[src/rtl/rvv_xrf_wb_arbiter_pkg.sv]
// Shared constants for the XRF writeback arbiter slice.
// Pure definitions; no logic, no latency, no flow control.
package rvv_xrf_wb_arbiter_pkg;
  localparam int NUM_RT_UOP       = 4;
  localparam int XRF_ADDR_W       = 5;
  localparam int XRF_DATA_W       = 32;
  localparam int STALL_CNT_W_DFLT = 16;

  // Index width that stays legal for a single-slot build.
  function automatic int idx_w(input int n);
    return (n > 1) ? $clog2(n) : 1;
  endfunction
endpackage

[src/rtl/rvv_lsb_prio_enc.sv]
// Lowest-set-bit priority encoder: one-hot grant plus binary index.
// Purely combinational, zero latency; no flow control.
// Outputs are all-zero when req is empty.
module rvv_lsb_prio_enc
  import rvv_xrf_wb_arbiter_pkg::*;
#(
  parameter  int N  = 4,
  localparam int IW = idx_w(N)
) (
  input  logic [N-1:0]  req,
  output logic [N-1:0]  onehot,
  output logic [IW-1:0] idx
);

  logic found;

  always_comb begin
    onehot = '0;
    idx    = '0;
    found  = 1'b0;
    for (int i = 0; i < N; i++) begin
      if (req[i] && !found) begin
        onehot[i] = 1'b1;
        idx       = IW'(i);
        found     = 1'b1;
      end
    end
  end

endmodule

[src/rtl/rvv_xrf_wb_arbiter.sv]
// Serialises one retire group of XRF writebacks onto the single scalar port, oldest slot first.
// Capture at edge N shows on out_valid in cycle N+1; k live slots drain in k cycles.
// A new group is taken only when empty or when the last entry fires; holds steady under !out_ready.
module rvv_xrf_wb_arbiter
  import rvv_xrf_wb_arbiter_pkg::*;
#(
  parameter int NUM_SLOTS   = NUM_RT_UOP,
  parameter int ADDR_W      = XRF_ADDR_W,
  parameter int DATA_W      = XRF_DATA_W,
  parameter int STALL_CNT_W = STALL_CNT_W_DFLT
) (
  input  logic                        clk,
  input  logic                        rst,
  input  logic [NUM_SLOTS-1:0]        in_valid,
  input  logic [NUM_SLOTS*ADDR_W-1:0] in_addr,
  input  logic [NUM_SLOTS*DATA_W-1:0] in_data,
  output logic [NUM_SLOTS-1:0]        in_ready,
  output logic                        out_valid,
  output logic [ADDR_W-1:0]           out_addr,
  output logic [DATA_W-1:0]           out_data,
  input  logic                        out_ready,
  output logic                        busy,
  output logic [STALL_CNT_W-1:0]      stall_cnt
);

  localparam int IW = idx_w(NUM_SLOTS);

  logic [NUM_SLOTS-1:0] pend;
  logic [ADDR_W-1:0]    addr_q [NUM_SLOTS];
  logic [DATA_W-1:0]    data_q [NUM_SLOTS];

  logic [NUM_SLOTS-1:0] sel_oh;
  logic [IW-1:0]        sel_idx;
  logic [NUM_SLOTS-1:0] cap_mask;
  logic                 fire;
  logic                 last_one;
  logic                 capture;

  rvv_lsb_prio_enc #(.N(NUM_SLOTS)) u_sel (
    .req    (pend),
    .onehot (sel_oh),
    .idx    (sel_idx)
  );

  assign out_valid = |pend;
  assign busy      = out_valid;
  assign fire      = out_valid && out_ready;
  // Exactly one bit pending: the selected grant is the whole mask.
  assign last_one  = out_valid && (pend == sel_oh);
  assign capture   = !rst && (!out_valid || (last_one && fire));
  assign in_ready  = {NUM_SLOTS{capture}};

  assign out_addr  = out_valid ? addr_q[sel_idx] : '0;
  assign out_data  = out_valid ? data_q[sel_idx] : '0;

  // Writes to x0 are accepted but never queued.
  always_comb begin
    cap_mask = '0;
    for (int i = 0; i < NUM_SLOTS; i++) begin
      cap_mask[i] = in_valid[i] && (in_addr[i*ADDR_W +: ADDR_W] != '0);
    end
  end

  always_ff @(posedge clk) begin
    if (rst) begin
      pend      <= '0;
      stall_cnt <= '0;
      for (int i = 0; i < NUM_SLOTS; i++) begin
        addr_q[i] <= '0;
        data_q[i] <= '0;
      end
    end else begin
      if (capture) begin
        pend <= cap_mask;
        for (int i = 0; i < NUM_SLOTS; i++) begin
          if (in_valid[i]) begin
            addr_q[i] <= in_addr[i*ADDR_W +: ADDR_W];
            data_q[i] <= in_data[i*DATA_W +: DATA_W];
          end
        end
      end else if (fire) begin
        pend <= pend & ~sel_oh;
      end

      if (out_valid && !out_ready && (stall_cnt != '1)) begin
        stall_cnt <= stall_cnt + STALL_CNT_W'(1);
      end
    end
  end

endmodule
[config.mk]
export PLATFORM = sky130hd
export DESIGN_NAME = rvv_xrf_wb_arbiter
export DESIGN_NICKNAME = d
export VERILOG_FILES = /design/src/rtl/rvv_xrf_wb_arbiter_pkg.sv /design/src/rtl/rvv_lsb_prio_enc.sv /design/src/rtl/rvv_xrf_wb_arbiter.sv
export SDC_FILE = /design/constraint.sdc
export NUM_CORES = 1
export LEC_CHECK = 0
export CAP_MARGIN = 20
export CORE_ASPECT_RATIO = 0.7
export CORE_MARGIN = 2
export CORE_UTILIZATION = 23
export CTS_CLUSTER_SIZE = 8
export DETAILED_ROUTE_END_ITERATION = 8
export MAX_ROUTING_LAYER = met4
export PLACE_DENSITY = 0.49
export SYNTH_ARGS = -nofsm -noshare
export SYNTH_HDL_FRONTEND = slang
export SYNTH_SLANG_ARGS = --single-unit
[constraint.sdc]
create_clock -name clk -period 2.8 [get_ports clk]
set_clock_uncertainty 0.05 [all_clocks]
set_input_delay 0.56 -clock clk [delete_from_list [all_inputs] [get_ports clk]]
set_output_delay 0.56 -clock clk [all_outputs]
set_load 0.01 [all_outputs]
; After elaboration in Yosys (flattened, before gate mapping)
; Memories as Yosys holds them, arrays and structs flattened.
; Index checks and enable logic that the tools add are counted.
[word_totals]
ram_bits = 148
latch_bits = 0
output_inout_bits = 59
word_cells = 82
n_memories = 2
romBits = 0
ff_bits = 20
in_bits = 155
[classes]
eq_ne = 2
n_reduce_logical = 26
order_cmp = 0
mul = 0
shift = 0
add_sub_neg = 1
div = 0
bitwise_logic = 10
muxes = 39
[memory_table]
columns = memory, words, word_bits, read_ports, rd_ports_with_merged_regs, wr, line
row1 = data_q, 4, 32, 1, 0, 4, rvv_xrf_wb_arbiter.sv:30  ; logic [DATA_W-1:0] data_q [NUM_SLOTS];
row2 = addr_q, 4, 5, 1, 0, 4, rvv_xrf_wb_arbiter.sv:29  ; logic [ADDR_W-1:0] addr_q [NUM_SLOTS];
[ops]
columns = operator, n
row1 = 2-to-1 mux 32 bit, 5
row2 = 2-to-1 mux 1 bit, 25
row3 = 2-to-1 mux 5 bit, 5
row4 = nonzero test 5 bit, 4
row5 = "adder 16 x 1 -> 16 bit, second input constant", 1
row6 = "!= test 16 bit, second input constant", 1
row7 = logical AND 1 bit, 13
row8 = 2-to-1 mux 4 bit, 2
row9 = bitwise OR 1 bit, 8
row10 = zero test 1 bit, 6
row11 = bitwise AND 4 bit, 1
row12 = equality test 4 bit, 1
row13 = 2-to-1 mux 2 bit, 2
row14 = inverter 4 bit, 1
row15 = OR reduction 4 bit, 1
row16 = nonzero test 2 bit, 1
row17 = logical OR 1 bit, 1

; Logic depth before layout (Yosys ltp)
[logic_depth]
word_depth = 19
depth_mapped = 7

; Hierarchy
; A second synthesis with hierarchy kept.
[hier_totals]
cells_unflattened = 575
area_unflattened_um2 = 7916.3
[by_module_without_submodules]
columns = module, area_per_inst_um2, n_inst, seq_area_each_um2, cells_per_inst
row1 = rvv_xrf_wb_arbiter, 7852.5, 1, 4844.6, 566
row2 = rvv_lsb_prio_enc, 63.8, 1, 0.0, 9

; Worst setup path before layout
; OpenSTA, ideal clock, no wires.
[synth_path]
path_type = input to register
start = input port out_ready
end = memory addr_q[0][0] (netlist name), enable pin
path_slack_ps = 540
t_arrival_ps = 1833
required_ps = 2372
stages = 5
path_cell_list = nor3b_1 -> a32oi_1 -> o21ai_1 -> buf_4 -> or2_2
[synth_lines]
columns = item, line
row1 = start: declaration, rvv_xrf_wb_arbiter.sv:21  ; input logic out_ready,
row2 = end: declaration, rvv_xrf_wb_arbiter.sv:29

; Worst setup path after layout
[layout_path]
start = register pend[3]
end = output port out_data[5]
[layout_between]
elab_chain_len = 4
elab_cells_between_ends = 5
cone_classes = mux (2) / reduce/logical (2) / memory (1)
[layout_rtl]
columns = item, line
row1 = start: declaration, rvv_xrf_wb_arbiter.sv:28  ; logic [NUM_SLOTS-1:0] pend;
row2 = start signal: assignment, rvv_xrf_wb_arbiter.sv:74  ; pend <= cap_mask;
row3 = start signal: assignment, rvv_xrf_wb_arbiter.sv:82  ; pend <= pend & ~sel_oh;
row4 = logical AND 1 bit, rvv_lsb_prio_enc.sv:22  ; if (req[i] && !found) begin
row5 = 2-to-1 mux 2 bit, rvv_lsb_prio_enc.sv:22
row6 = memory read (4 x 32 bit), --
row7 = 2-to-1 mux 32 bit (*), rvv_xrf_wb_arbiter.sv:54  ; assign out_data = out_valid ? data_q[sel_idx] : '0;
row8 = end: declaration, rvv_xrf_wb_arbiter.sv:20  ; output logic [DATA_W-1:0] out_data,
; Mark *: on every way between the ends. The rest lies on a longest branch, timed or not.

==> impl_metrics.tcl <==
set metrics [dict create \
    required_ns 2.19 \
    grt_pass1_wl_mm 36.4 \
    fin_tns_setup_ns 0 \
    drive_gt1_share_pct 12.4 \
    fp.coreArea_sq_mm 0.0333 \
    cts_buffer_depth 2 \
    hpwl_mm 16.7 \
    finalPower_mw 11.0 \
    setup_viol 0 \
    leakagePower_nw 4.35 \
    synth_top_cell_by_area "edfxtp_1" \
    syn_inst 607 \
    cts_made_buffers 17 \
    port_buffers 213 \
    place_area_sq_mm 0.0106 \
    synth.distinct_cells 46 \
    synth_seq_cells 168 \
    synth_warnings 0 \
    finalMaxSlewViolations 0 \
    grt_max_degree 38 \
    area_growth_pct 47.6 \
    io_pins 214 \
    nNetsFinal 998 \
    yosysTopAreaCellShare_pct 57.4 \
    seq_area_frac_synth_pct 62.6 \
    synth_area_sq_mm 0.00774 \
    avgSynthCellArea_sq_um 12.7 \
    period_needed_ns 2.69 \
    vias 5685 \
    reg2reg_slack_ns 0.77 \
    drtIter0Drc 390 \
    relSlewSlack_pct 49.6 \
    critPathArrivalTime_ns 2.08 \
    fmax_mhz 372 \
    design_area_sq_mm 0.0114 \
    hold_class "reg -> reg" \
    drt_wl_total_mm 25.4 \
    path_class "reg -> out" \
    fin_crit_sh_pct 96.1 \
    path_max_fanout 10 \
    syn_nets 763 \
    wl_per_cell_microns 19.6 \
    h-tree-depth 4 \
    cts.reportedPaths.clkPinSlew_ns 0.07 \
    die_h_microns 157 \
    cap_violations 0 \
    start_util_pct 23.2 \
    grt_pass1_vias 5618 \
    cts_tree "yes" \
    clk_latency_ns 0.43 \
    tightest_slew_ns 0.749 \
    dieArea_sq_mm 0.0351 \
    gp_congestion 0.771 \
    worstSetupStartpointType "register" \
    mostFrequentLayoutCells "clkdlybuf4s50_1, and2_1, edfxtp_1" \
    dieWidth_microns 223 \
    antenna_found_initial 0 \
    layout_commonest_cell "clkdlybuf4s50_1" \
    cts.sinks 168 \
    root_buffer "clkbuf_16" \
    powerDensity_mw_per_mm2 967 \
    viasPerCell 4.40 \
    holdWs_ns 0.453 \
    grt_usage_pct 14.8 \
    drc 0 \
    row_count 56 \
    hold_viol_final 0 \
    cp-end-kind "output pin" \
    gr-total-overflow 0 \
    dr.pass1.iters 5 \
    max-vdd-ir-drop_uv 405 \
    synthTopCellsByArea "edfxtp_1, and2_1, dfxtp_1" \
    status "finished, final reports clean" \
    ant_nets 0 \
]
==> state kept, by name, summed over array words and instances, names as in the netlist <==
name and flops:
pend 4, data_q 128, stall_cnt 16, addr_q 20
==> per-layer routing <==
layer	share of wire (%)	track usage [%]	routed length (microns)
met5	0	-	0
met4	0.83	3.13	211
met3	6.3	3.62	1610
met2	43	21.5	10900
met1	50	20.8	12600
==> critical path, stage by stage (launching register included) <==
cell,delay [ns]
dfxtp_1,0.31
nor2b_2,0.16
o21bai_4,0.22
buf_6,0.15
clkbuf_16,0.18
mux2i_1,0.19
o21ai_1,0.11
dlygate4sd2_1,0.31
==> cell type report <==
type	instances	area (sq um)
Inverter	6	22.5
Multi-Input combinational cell	389	2720
Sequential cell	168	4850
Fill cell	3288	21900
Timing Repair Buffer	260	2680
Clock inverter	15	171
Tap cell	435	544
Clock buffer	17	425
Antenna cell	1	2.50
==> kinds of logic after synthesis <==
kind of cell	count (synthesis)	synth area share, %
compound gates	114	9.72
simple gates	230	18.2
mux	44	5.84
fa+ha+maj	1	0.162
buf+inv	50	3.41
flops	168	62.6
==> worst paths after layout <==
kind                start  cells past startpoint       endpoint
max               pend[3]                      7    out_data[5]
min reg2reg  stall_cnt[1]                      2   stall_cnt[1]
min          stall_cnt[1]                      2   stall_cnt[1]
max reg2reg       pend[3]                      7  data_q[0][28]
==> stage by stage <==
step	setup WS, ns	utilization [%]	cells
global route	-0.00124	34.3	1290
CTS	-0.128	33.9	1280
detailed placement	-0.197	31.8	1243
finish	0.110	34.3	1291
global placement	-0.170	31.8	1243
floorplan	0.540	-	607
==> repair_timing <==
item,CTS,global route
setup endpoints to repair,41,8
hold buffers,0,0
cloned,3,1
pin swaps,0,1
resized for setup,51,9
setup buffers,2,9
==> Yosys cell counts (all sizes together) <==
| cell | number |
|---|---|
| a2111oi | 1 |
| a211oi | 2 |
| a21oi | 8 |
| a22oi | 37 |
| a311oi | 1 |
| a31oi | 2 |
| a32o | 2 |
| a32oi | 4 |
| and2 | 149 |
| and4 | 2 |
| buf | 22 |
| clkbuf | 22 |
| dfxtp | 20 |
| edfxtp | 148 |
| ha | 1 |
| inv | 6 |
| mux2 | 6 |
| mux2i | 38 |
| nand2 | 17 |
| nand2b | 1 |
| nand3 | 5 |
| nand4 | 5 |
| nor2 | 13 |
| nor2b | 12 |
| nor3 | 5 |
| nor3b | 2 |
| nor4 | 5 |
| nor4b | 1 |
| o21a | 3 |
| o21ai | 43 |
| o21bai | 1 |
| o2bb2ai | 2 |
| o311ai | 2 |
| o31ai | 4 |
| o41ai | 2 |
| or2 | 4 |
| or3 | 1 |
| or4 | 8 |
==> power by group <==
group          leakage [nW]  internal [mW]  switching (mW)
logic                  2.34           2.24            2.50
registers              1.73           3.65           0.234
clock network         0.284           1.34            1.09
Power figures use the tool's default switching activity.
